### src/rtl/ccip_rx_bookkeeper.sv
// RX bookkeeping for the CPU-NIC path: tracks each flow's consumed head pointer and writes it
// back to a per-flow host cache line over CCI-P c1, batched by entry count or by age.
package ccip_rx_bk_pkg;

    typedef logic [41:0]  t_ccip_clAddr;
    typedef logic [511:0] t_ccip_clData;

    typedef enum logic [1:0] {
        eVC_VA  = 2'h0,
        eVC_VL0 = 2'h1,
        eVC_VH0 = 2'h2,
        eVC_VH1 = 2'h3
    } t_ccip_vc;

    typedef enum logic [1:0] {
        eCL_LEN_1 = 2'b00,
        eCL_LEN_2 = 2'b01,
        eCL_LEN_4 = 2'b11
    } t_ccip_clLen;

    typedef enum logic [3:0] {
        eREQ_WRLINE_I = 4'h0,
        eREQ_WRLINE_M = 4'h1,
        eREQ_WRPUSH_I = 4'h2,
        eREQ_WRFENCE  = 4'h4,
        eREQ_INTR     = 4'h6
    } t_ccip_c1_req;

    typedef struct packed {
        logic [5:0]   rsvd2;
        t_ccip_vc     vc_sel;
        logic         sop;
        logic         rsvd1;
        t_ccip_clLen  cl_len;
        t_ccip_c1_req req_type;
        logic [5:0]   rsvd0;
        t_ccip_clAddr address;
        logic [15:0]  mdata;
    } t_ccip_c1_ReqMemHdr;

    typedef struct packed {
        t_ccip_c1_ReqMemHdr hdr;
        t_ccip_clData       data;
        logic               valid;
    } t_if_ccip_c1_Tx;

endpackage

module ccip_rx_bookkeeper
    import ccip_rx_bk_pkg::*;
#(
    parameter int LMAX_NUM_OF_FLOWS  = 1,
    parameter int LMAX_RX_QUEUE_SIZE = 1,
    parameter int LMAX_BK_BATCH      = 2,
    parameter int BK_TIMEOUT         = 255
) (
    input  logic                          clk,
    input  logic                          reset,
    input  logic                          start,
    input  logic [LMAX_NUM_OF_FLOWS-1:0]  number_of_flows,
    input  logic [LMAX_RX_QUEUE_SIZE-1:0] rx_queue_size,
    input  t_ccip_clAddr                  rx_bk_base_addr,
    input  logic                          ev_valid,
    input  logic [LMAX_NUM_OF_FLOWS-1:0]  ev_flow_id,
    input  logic [LMAX_RX_QUEUE_SIZE-1:0] ev_entry,
    input  logic                          sRx_c1TxAlmFull,
    output t_if_ccip_c1_Tx                sTx_c1,
    output logic                          error
);

    localparam int NF    = 2**LMAX_NUM_OF_FLOWS;
    localparam int FW    = LMAX_NUM_OF_FLOWS;
    localparam int QW    = LMAX_RX_QUEUE_SIZE;
    localparam int PW    = QW + 1;
    localparam int AW    = $clog2(BK_TIMEOUT + 1);
    localparam int BATCH = 2**LMAX_BK_BATCH;
    localparam logic [AW-1:0] AGE_MAX = AW'(BK_TIMEOUT);

    logic [QW-1:0]  r_head    [NF];
    logic [PW-1:0]  r_pending [NF];
    logic [AW-1:0]  r_age     [NF];
    logic [31:0]    r_seq     [NF];
    logic [FW-1:0]  r_rrPtr;
    t_if_ccip_c1_Tx r_tx;
    logic           r_error;

    logic           w_evAccept;
    logic           w_evBadFlow;
    logic [QW-1:0]  w_evNextHead;
    logic [NF-1:0]  w_evHit;
    logic [NF-1:0]  w_elig;
    logic [NF-1:0]  w_issueHit;
    logic           w_found;
    logic           w_issue;
    logic [FW-1:0]  w_winner;
    logic [FW-1:0]  w_rrNext;
    t_if_ccip_c1_Tx w_txNext;

    always_comb begin
        w_evBadFlow  = ev_valid && start && (ev_flow_id > number_of_flows);
        w_evAccept   = ev_valid && start && (ev_flow_id <= number_of_flows);
        w_evNextHead = (ev_entry == rx_queue_size) ? '0 : ev_entry + QW'(1);
        w_evHit      = '0;
        if (w_evAccept) begin
            w_evHit[ev_flow_id] = 1'b1;
        end
    end

    // A flow is ready once it has a full batch, or a partial batch that has aged out.
    always_comb begin
        w_elig = '0;
        for (int f = 0; f < NF; f++) begin
            if ((FW'(f) <= number_of_flows) &&
                ((int'(r_pending[f]) >= BATCH) ||
                 ((r_pending[f] != '0) && (r_age[f] == AGE_MAX)))) begin
                w_elig[f] = 1'b1;
            end
        end
    end

    // Round-robin: first eligible at or above the pointer, otherwise wrap to the lowest eligible.
    always_comb begin
        w_found  = 1'b0;
        w_winner = '0;
        for (int f = 0; f < NF; f++) begin
            if (!w_found && w_elig[f] && (FW'(f) >= r_rrPtr)) begin
                w_winner = FW'(f);
                w_found  = 1'b1;
            end
        end
        for (int f = 0; f < NF; f++) begin
            if (!w_found && w_elig[f]) begin
                w_winner = FW'(f);
                w_found  = 1'b1;
            end
        end
        w_issue    = start && !sRx_c1TxAlmFull && w_found;
        w_rrNext   = (w_winner == number_of_flows) ? '0 : w_winner + FW'(1);
        w_issueHit = '0;
        if (w_issue) begin
            w_issueHit[w_winner] = 1'b1;
        end
    end

    always_comb begin
        w_txNext = '0;
        if (w_issue) begin
            w_txNext.valid          = 1'b1;
            w_txNext.hdr.req_type   = eREQ_WRLINE_I;
            w_txNext.hdr.vc_sel     = eVC_VH0;
            w_txNext.hdr.cl_len     = eCL_LEN_1;
            w_txNext.hdr.sop        = 1'b1;
            w_txNext.hdr.address    = rx_bk_base_addr + t_ccip_clAddr'(w_winner);
            w_txNext.data[QW-1:0]   = r_head[w_winner];
            w_txNext.data[63:32]    = r_seq[w_winner];
        end
    end

    // An event landing on the flow being written is left out of this write and starts the next batch.
    always_ff @(posedge clk) begin
        if (reset) begin
            for (int f = 0; f < NF; f++) begin
                r_head[f]    <= '0;
                r_pending[f] <= '0;
                r_age[f]     <= '0;
                r_seq[f]     <= '0;
            end
            r_rrPtr <= '0;
            r_tx    <= '0;
            r_error <= 1'b0;
        end else begin
            r_tx <= w_txNext;
            if (w_evBadFlow || (w_evAccept && (ev_entry != r_head[ev_flow_id]))) begin
                r_error <= 1'b1;
            end
            if (w_issue) begin
                r_rrPtr <= w_rrNext;
            end
            for (int f = 0; f < NF; f++) begin
                if (w_evHit[f]) begin
                    r_head[f] <= w_evNextHead;
                end
                if (w_issueHit[f]) begin
                    r_pending[f] <= w_evHit[f] ? PW'(1) : '0;
                    r_age[f]     <= '0;
                    r_seq[f]     <= r_seq[f] + 32'd1;
                end else begin
                    if (w_evHit[f] && (r_pending[f] != '1)) begin
                        r_pending[f] <= r_pending[f] + PW'(1);
                    end
                    if ((r_pending[f] != '0) && (r_age[f] != AGE_MAX)) begin
                        r_age[f] <= r_age[f] + AW'(1);
                    end
                end
            end
        end
    end

    assign sTx_c1 = r_tx;
    assign error  = r_error;

endmodule

### config.mk
export PLATFORM = sky130hd
export DESIGN_NAME = ccip_rx_bookkeeper
export DESIGN_NICKNAME = d
export VERILOG_FILES = /design/src/rtl/ccip_rx_bookkeeper.sv
export SDC_FILE = /design/constraint.sdc
export NUM_CORES = 1
export LEC_CHECK = 0
export CAP_MARGIN = 20
export CORE_AREA = 4 4 248 250
export DETAILED_ROUTE_END_ITERATION = 8
export DIE_AREA = 0 0 252 254
export PLACE_DENSITY_LB_ADDON = 0.08
export REMOVE_ABC_BUFFERS = 1
export SKIP_LAST_GASP = 1
export SYNTH_ARGS = -nofsm -noshare
export SYNTH_HDL_FRONTEND = slang
export SYNTH_SLANG_ARGS = --single-unit
### constraint.sdc
create_clock -name clk -period 9 [get_ports clk]
set_input_delay 0.9 -clock clk [delete_from_list [all_inputs] [get_ports clk]]
set_output_delay 0.9 -clock clk [all_outputs]
set_load 0.02 [all_outputs]
### Word level (Yosys, flattened, before mapping)

Memory sizes are Yosys's and may differ from the RTL's. A register that Yosys moved wholly into a read port is not among the register bits.
Index checks and enable logic that the tools add are counted.

* RAM bits: 86
* register bits after elaboration: 562
* word-level logic and storage cells: 150
* output and inout bits: 594
* memories kept: 4

* $add $sub $neg: 9
* mux-type cells: 63
* bitwise gates (word level): 13
* reduce and logical (&&, ||, !) cells: 29
* equal/unequal tests: 9
* magnitude comparators: 10

Memories
* r_seq: depth 2, width 32, read ports 3, clocked after memory_dff 1, write ports 2, RTL line 82 `logic [31:0] r_seq [NF];`
* r_age: depth 2, width 8, read ports 2, clocked after memory_dff 0, write ports 2, RTL line 81 `logic [AW-1:0] r_age [NF];`
* r_pending: depth 2, width 2, read ports 2, clocked after memory_dff 0, write ports 2, RTL line 80 `logic [PW-1:0] r_pending [NF];`
* r_head: depth 2, width 1, read ports 2, clocked after memory_dff 1, write ports 2, RTL line 79 `logic [QW-1:0] r_head [NF];`

Operator list (count)
* $add 32x1->32 const B: 2
* $mux 32: 2
* $mux 1: 48
* $add 42x1->42: 1
* $mux 8: 4
* $logic_and 1x1->1: 21
* $add 8x1->8 const B: 2
* $eq 8x8->1 const B: 2
* $ne 8x8->1 const B: 2
* $mux 2: 6
* $or 1x1->1: 12
* $add 2x1->2 const B: 2
* $logic_not 1->1: 4
* $lt 1x2->1 const B: 2
* $ne 2x2->1 const B: 2
* $reduce_bool 2->1: 2
* $mux 3: 1
* $add 1x1->1 const B: 2
* $demux 1 s1: 2
* $eq 1x1->1: 2
* $ge 1x1->1 const A: 2
* $ge 1x1->1 const B: 2
* $le 1x1->1 const A: 2
* $reduce_or 2->1: 1
* 5 further kinds: 5

### Longest topological paths before layout

An unclocked memory read counts as a cell.

* depth in word-level cells: 27
* gate-level depth with buffers: 15
* mapped depth without buffers: 11

### Worst setup path after synthesis

OpenSTA, ideal clock, no wires.

* path type: input port to flip-flop
* start point: input number_of_flows
* end point: register r_tx, in the netlist sTx_c1[569]
* data arrival time: 3.145 ns
* required time: 8.872 ns
* buffers on the path: 4
* path slack: 5.727 ns
* stages: 13
* cell sequence: nor2b_1 > nand3_1 > a21oi_1 > buf_2 > buf_2 > ha_1 > ha_1 > and3_1 > clkbuf_1 > clkbuf_1 > nand4_1 > xor2_1 > nor2_1

* longest elaborated chain between the ends: 18

RTL lines
* start, declared: RTL line 60 `input logic [LMAX_NUM_OF_FLOWS-1:0] number_of_flows,`
* parallel branches: the longest is 18 deep, another holds $le 1x1->1
* end signal, assigned: RTL line 172 `r_tx <= w_txNext;`
* end, declared: RTL line 84 `t_if_ccip_c1_Tx r_tx;`

Several ways; the timed one is not identified.
A chain may end at the register's enable or synchronous reset.

### Worst setup path in the final report

* start point: input number_of_flows
* end point: register r_tx, in the netlist sTx_c1[570]

The elaborated chain is that of the path after synthesis.

==> impl_metrics.ini <==
[logic_synthesis]
synth_cell_types = 45
netlist.top_cell.by_area = buf_4
synth_area_leaders = buf_4 (33%), edfxtp_1 (22%), dfxtp_1 (13%)
seq_area_frac_synth_pct = 35.3
synthArstFlopShare_pct = 0
synth_most_common_cell = buf_4
synth_edf_count = 86
ys.flop_type = edfxtp_1
syn_area_um2 = 11700
synth_area_per_cell_um2 = 9.14
synth_top_area_share_pct = 33.0
netlist_instances = 1285
synthTopCellsByCount = buf_4 (517), nor2_1 (163), edfxtp_1 (86)
yosysWarningCount = 0
synth.ff_latch_count = 164

[clock_tree]
root_buffer = clkbuf_16
post-cts-setup-buffers = 0
cts_resized = 0
cts_hold_buffers = 0
clock-sinks = 164
numCtsBuffers = 17
clkSlewWorstSetupHoldPaths_ps = 70
cts_tree = built
htreeDepth = 4
cts_buffer_depth = 2
clk_latency_ps = 450

[grt]
antenna_found_initial = 1
grt_max_degree = 94
grt_pass1_vias = 6735
grt_usage_pct = 9.35
gr-total-overflow = 0
grt_pass1_wl_um = 45000

[cells_and_area]
insertedDiodeCount = 0
fin_nets = 1468
drive_above_1_share_pct = 4.23
syn_to_final_growth_pct = 7.08
nFillCells = 6529
final_area_um2 = 12600

[routing]
vias = 7174
via_per_inst = 3.27
drtAntennaViolNets = 0
firstDrtPassIters = 4
drtIter0Drc = 300
avgRoutedWirePerCell_um = 14.8
routed_wl_um = 32500
drc = 0

[worst_setup_path]
critPathLaunch = number_of_flows
reg2reg_slack_ps = 5160
cp.arrival_ps = 4450
cp-endpoint = sTx_c1[570]
r2r-end = sTx_c1[570]
cp-end-kind = flop
critPathKind = in -> reg
rr_worst_depth = 11
cp.required_ps = 9370
startpoint_type = input pin
timing.rr.start = r_age[0][0]
worstPathMaxFanout = 36

[pwr]
power.total_w = 0.00183
powerDensity_nw_per_um2 = 146
peakVddDrop_uv = 105
intPower_w = 0.00125
clkPwrFrac_pct = 39.3
pwr-share-seq_pct = 45.1
power_switching_w = 0.000584
power.leakage_nw = 5.02
comb_power_share_pct = 15.6
switching_share_pct = 31.9

[placement]
dpl.hpwl_um = 25200
pre_cts_ws_ps = 4430
numPortBuffers = 129
gp_congestion = 0.695
dpl_cell_area_um2 = 12000

[timing]
setup_viol = 0
slew_headroom_pct = 40.9
timing.final.crit_share_pct = 45.3
worst_pin_slew_ps = 880
fin_tns_setup_ps = 0
fmax_mhz = 245
fin_skew_ps = 14.8
slew_violations = 0
fin_ws_ps = 4920
rsz0062_at_grt = no
hold_viol = 0
fin_crit_ps = 4080

[die]
die_x_um = 252
die_h_um = 254
dieArea_um2 = 64000
core_area_um2 = 59000
row_count = 89
initial_utilization_pct = 19.9
ios = 645

[job]
maxCapViolations = 0

[outcome]
status = finished, final reports clean

[worst_hold_path]
hold_class = reg -> reg
[metal layers]
metal	routed length, um	vias up	track usage [%]
met3	1760	19	2.02
met5	13	-	0
met1	13200	3446	11.5
met2	17100	251	16.5
li1	-	3456	-
met4	397	2	2.84
[placed cells by master, fill, tap and decap left out, types with 13 or more instances in the layout]
| cell type | count |
|---|---|
| edfxtp_1 | 86 |
| conb_1 | 515 |
| nand2_1 | 23 |
| nand4_1 | 47 |
| mux2i_1 | 34 |
| and2_1 | 13 |
| inv_1 | 14 |
| dfxtp_1 | 78 |
| clkdlybuf4s50_1 | 129 |
| nand3_1 | 45 |
| and3_1 | 20 |
| clkbuf_16 | 18 |
| and4_1 | 14 |
| nor2_1 | 163 |
| xnor2_1 | 37 |
| xor2_1 | 72 |
[cell type report]
class / instances / area (um2) / share of cell area, %
sequential: 164 / 4140 / 32.9
multi-input combinational: 1071 / 5480 / 43.6
timing repair buffer: 137 / 1360 / 10.8
clock buffer: 25 / 517 / 4.11
clock inverter: 7 / 46.3 / 0.368
tap: 773 / 967 / 7.69
inverter: 16 / 60.1 / 0.477
[kinds of logic after synthesis]
| group | synth area share (%) |
|---|---|
| buffers and inverters | 34.8 |
| adder cells (fa/ha/maj) | 1.06 |
| XOR/XNOR | 8.13 |
| other | 0.0319 |
| multiplexers | 2.90 |
| AND/OR/NAND/NOR | 16.7 |
| flip-flops | 35.3 |
| AO/OA/AOI/OAI | 1.18 |
[stage by stage]
stage / hold WS (ps) / cells / util, %
after floorplan: 484 / 1251 / -
after global placement: 465 / 2158 / 20.3
after detailed placement: 476 / 2159 / 20.3
after CTS: 490 / 2191 / 21.3
after global routing: 519 / 2193 / 21.3
final: 489 / 2193 / 21.3
[worst max-delay path: stages]
cell	delay [ps]
clkdlybuf4s50_1	550
nor2b_1	200
nand3_1	190
a21oi_4	150
buf_4	590
ha_1	360
and3_1	230
and2_1	500
nand3_1	200
or3_1	370
a21oi_1	140
[worst min path at each step]
stage / start / end / slack, ps / cells after the start
after global routing: error / error / 520 / 2
after detailed placement: error / error / 480 / 2
after global placement: error / error / 460 / 2
after CTS: error / error / 490 / 2
final: error / error / 490 / 2
after floorplan: r_seq[1][29] / sTx_c1[62] / 480 / 2
[flip-flops by register name, summed over array words and instances, names as in the netlist]
register and flops:
r_head 2, r_pending 4, r_seq 64, sTx_c1 76
r_age 16, error 1, r_rrPtr 1
[power groups by stage]
stage	clock network [W]	registers (W)	logic [W]
finish	0.000719	0.000826	0.000286
global route	0.000784	0.000829	0.000309
CTS	0.000761	0.000826	0.000279
detailed placement	0	0.000843	0.000278
global placement	0	0.000843	0.000279
floorplan	0	0.000836	0.000228
No activity file was read; power rests on OpenSTA's default activity.
==> RTL change 1: new RTL, same settings <==
Register the output `error` once more, cleared by the reset; this adds one clock of latency there. The other outputs are not delayed to match.
--- a/src/rtl/ccip_rx_bookkeeper.sv
+++ b/src/rtl/ccip_rx_bookkeeper.sv
@@ -197,7 +197,13 @@
     end
 
     assign sTx_c1 = r_tx;
-    assign error  = r_error;
+    always_ff @(posedge clk) begin
+        if (reset) begin
+            error <= '0;
+        end else begin
+            error <= r_error;
+        end
+    end
 
 endmodule
 
Check against the original RTL: not equivalent (a bounded check fails within 4 cycles, from zero or initial values and one cycle with reset high).
==> RTL change 1 against the unedited design <==
Sequential cell count grew 1; wire length shrank 2.8%; clock skew shrank 3.1 ps; power grew 2.6%; final area shrank 0.90%; first-iteration DRC count grew 5.3%; area after synthesis shrank 0.72%; count of clock-buffer cells in the layout shrank 5; worst setup slack lost 120 ps.
==> RTL change 1: results <==
{
  "r2r_cells": 13,
  "ctsResizeCount": 0,
  "vias_per_cell": 3.275,
  "postSynthCellCount": 1333,
  "worstHoldPathCells": 1,
  "synth_warnings": 0,
  "fin_skew_ps": 11.65,
  "seq_area_frac_synth_pct": 35.70,
  "largest_reg_flops": 76,
  "maxSlewHeadroom_pct": 37.77,
  "clock-root-buffer": "clkbuf_16",
  "grt_pass1_vias": 6796,
  "synth_ff_type": "edfxtp_1",
  "hold_violations": 0,
  "p_leak_nw": 4.993,
  "status": "completed",
  "slowest_stage": "clkdlybuf4s50_1",
  "grt_max_degree": 72,
  "cts_htree_levels": 4,
  "crit_path_start": "number_of_flows",
  "layout-drive-gt1-share_pct": 2.734,
  "vias": 7322,
  "drt-total-wl_um": 31570,
  "grt_usage_pct": 9.095,
  "cp_slowest_stage_delay_ps": 580,
  "ir_drop_mv": 0.1496,
  "reg2reg_setup_slack_ps": 5150,
  "cp.arrival_ps": 4530,
  "gp_congestion": 0.7374,
  "layout.nets": 1511,
  "port_buffers": 129,
  "clock_path_buffers": 2,
  "cts_setup_buffers": 0,
  "r2r-start": "r_age[1][0]",
  "synthTopCellsByCount": "buf_4 (517), nor2_1 (125), nand2_1 (105)",
  "clock_latency_ps": 480,
  "clkTransAtPathRegs_ps": 70,
  "dp_cells": 2204,
  "dp_hpwl_um": 23830,
  "synth_cell_types": 42,
  "worstHoldPathType": "reg2reg",
  "grt_pass1_wl_um": 43190,
  "synth.area.top_cells": "buf_4 (33%), edfxtp_1 (22%), dfxtp_1 (14%), xor2_1 (4.4%), nor2_1 (4.0%)",
  "numCtsBuffers": 17,
  "async_reset_ff_share_pct": 0,
  "synth_edf_count": 86,
  "drt-initial-drc-count": 316,
  "antenna_cells": 0,
  "cp_max_fo": 37,
  "dr.pass1.iters": 5,
  "hp-start": "r_error",
  "antenna_found_initial": 2
}
RTL change 1: path summary, 6_finish.rpt:
path,to
max,sTx_c1[565]
min,error
max reg2reg,sTx_c1[565]
min reg2reg,error
RTL change 1: cells by family after synthesis:
| group | Yosys count | share of synthesized area [%] |
|---|---|---|
| compound gates | 66 | 3.100 |
| simple gates | 418 | 17.17 |
| other cells | 1 | 0.03215 |
| buf+inv | 567 | 34.95 |
| flops | 165 | 35.70 |
| mux | 1 | 0.08582 |
| fa+ha+maj | 10 | 1.073 |
| xor+xnor | 105 | 7.885 |
RTL change 1: stage by stage:
step	instance area (um^2)	worst slack, ps	hold WS (ps)
after floorplan	9577	2427	440.3
after global placement	11890	4314	468.9
after detailed placement	11890	4282	464.0
after CTS	12470	4797	478.5
after global routing	12470	4499	498.1
final	12470	4801	478.6
RTL change 1: critical path, delay by kind of cell:
| kind | cells | cell delay (ps) |
|---|---|---|
| AO/OA/AOI/OAI | 1 | 90 |
| XOR/XNOR | 1 | 160 |
| adder cells (fa/ha/maj) | 2 | 470 |
| buffers and inverters | 3 | 1010 |
| AND/OR/NAND/NOR | 6 | 1880 |
RTL change 1: metal layers:
| metal | vias up | GRT usage [%] | routed length (um) |
|---|---|---|---|
| met5 | - | 0 | 0 |
| met4 | 0 | 3.641 | 534 |
| met3 | 26 | 3.480 | 2360 |
| met2 | 260 | 14.59 | 15730 |
| met1 | 3447 | 11.01 | 12950 |
| li1 | 3589 | - | - |
RTL change 1: report_power, final:
part	switching [mW]	total, mW	internal [mW]
logic	0.238	0.279	0.0413
clock network	0.339	0.770	0.431
registers	0.0203	0.829	0.809
RTL change 1: final cells by class:
class / instances / area [um^2]
Sequential cell: 165 / 4164
Inverter: 16 / 60.06
Fill cell: 6639 / 46550
Multi-Input combinational cell: 1115 / 5365
Clock buffer: 20 / 436.7
Timing Repair Buffer: 135 / 1336
Clock inverter: 12 / 137.6
Tap cell: 773 / 967.2
==> RTL change 2: new RTL, same flow settings <==
Made on the original files. Change the parameter `LMAX_NUM_OF_FLOWS` from 1 to 2.
--- a/src/rtl/ccip_rx_bookkeeper.sv
+++ b/src/rtl/ccip_rx_bookkeeper.sv
@@ -49,7 +49,7 @@
 module ccip_rx_bookkeeper
     import ccip_rx_bk_pkg::*;
 #(
-    parameter int LMAX_NUM_OF_FLOWS  = 1,
+    parameter int LMAX_NUM_OF_FLOWS  = 2,
     parameter int LMAX_RX_QUEUE_SIZE = 1,
     parameter int LMAX_BK_BATCH      = 2,
     parameter int BK_TIMEOUT         = 255
Interface: changed (resized ev_flow_id and number_of_flows); port bits go from 645 to 647. The function was not compared with the original's and may differ.
==> RTL change 2 against the unedited design <==
Worst setup slack worse by 1800 ps; critical path type unchanged; sequential share of layout area up 4.0 points; area after synthesis up 43%; die area unchanged; sequential cell count up 87; final area up 45%; sequential power up 57%; power up 67%; wire length up 28%.
==> RTL change 2: results <==
{
  "vias": 10951,
  "crit_path_start": "number_of_flows[1]",
  "stdcell_count": 2758,
  "gp_congestion": 0.7424,
  "post-route-util_pct": 30.95,
  "antenna_found_initial": 2,
  "synthTopCellsByCount": "buf_4 (519), nor2_1 (233), edfxtp_1 (172)",
  "layout.nets": 2037,
  "drt-initial-drc-count": 472,
  "grt_pass1_wl_um": 59490,
  "routedWlPerCell_um": 15.01,
  "r2r_cells": 17,
  "grt_pass1_vias": 10317,
  "seq_area_frac_synth_pct": 40.03,
  "clock_path_buffers": 3,
  "dr.pass1.iters": 5,
  "nFillCells": 6199,
  "grt_max_degree": 77,
  "reg2reg_setup_slack_ps": 3250,
  "grt_usage_pct": 11.69,
  "cts_htree_levels": 2,
  "cp_slowest_stage_delay_ps": 800,
  "dp_cells": 2696,
  "slowest_stage": "nand2_1",
  "synth_area_per_cell_um2": 9.199,
  "r2r-start": "r_age[3][0]",
  "ir_drop_mv": 0.09420,
  "fin_crit_sh_pct": 65.41,
  "placed_area_um2": 17070,
  "largest_reg_flops": 128,
  "power.switching_mw": 0.8352,
  "synth_edf_count": 172,
  "r2r_end": "sTx_c1[569]",
  "worstHoldPathCells": 2,
  "hold_ws_ps": 489.5,
  "port_buffers": 131,
  "layout-drive-gt1-share_pct": 4.736,
  "synth.area.top_cells": "edfxtp_1 (31%), buf_4 (23%), dfxtp_1 (9.4%), xor2_1 (5.4%), nor2_1 (5.2%)",
  "status": "completed",
  "fin_skew_ps": 18.03,
  "dp_hpwl_um": 30560,
  "clock_latency_ps": 540,
  "synth_top_area_share_pct": 30.65,
  "p_leak_nw": 7.141,
  "synth_cell_types": 50,
  "place_ws_ps": 2557,
  "numCtsBuffers": 34,
  "cp.arrival_ps": 6260,
  "maxSlewHeadroom_pct": 28.76,
  "cp_max_fo": 37
}
## RTL change 2: power groups by stage
stage	clock network [mW]	registers, mW	logic (mW)
detailed placement	0	1.33	0.315
CTS	1.48	1.30	0.316
global route	1.53	1.31	0.351
finish	1.42	1.30	0.322
global placement	0	1.33	0.315
floorplan	0	1.32	0.257
## RTL change 2: metal layers
layer,vias up,GRT usage [%],part of all wire [%]
met5,-,0,0
met4,0,3.752,2.2
met3,54,1.985,3.9
met2,244,19.42,50
met1,5250,15.58,44
li1,5403,-,-
## RTL change 2: area by class of cell
class / instances / area share (%)
clock buffer: 55 / 6.179
clock inverter: 7 / 0.3562
inverter: 52 / 1.069
multi-input combinational: 1476 / 42.45
sequential: 251 / 36.94
tap: 773 / 5.296
timing repair buffer: 144 / 7.714
## RTL change 2: worst max path at each step
stage	endpoint	depth (start not counted)
2_1_floorplan	sTx_c1[560]	14
3_3_place_gp	sTx_c1[559]	17
3_5_place_dp	sTx_c1[559]	17
4_1_cts	sTx_c1[569]	17
5_1_grt	sTx_c1[569]	17
6_report	sTx_c1[569]	17
## RTL change 2: kinds of logic after synthesis
logic type | count (synthesis) | synth area share [%]
buf+inv | 619 | 25.53
fa+ha+maj | 25 | 1.901
compound gates | 143 | 6.430
xor+xnor | 178 | 9.251
flops | 251 | 40.03
mux | 1 | 0.1336
other cells | 1 | 0.02225
simple gates | 614 | 16.71
## RTL change 2: worst register-to-register path, cell delays in order (launching register included)
cell	delay, ps
edfxtp_1	400
ha_1	220
nand4_1	180
nor4_1	620
o22ai_1	200
nand2_1	800
nand2_4	510
inv_2	190
ha_1	180
inv_1	50
fa_1	380
nor2b_1	200
nand4_1	240
or2_2	410
nor4_2	610
nand3_1	180
xor2_1	160
nor2_1	50
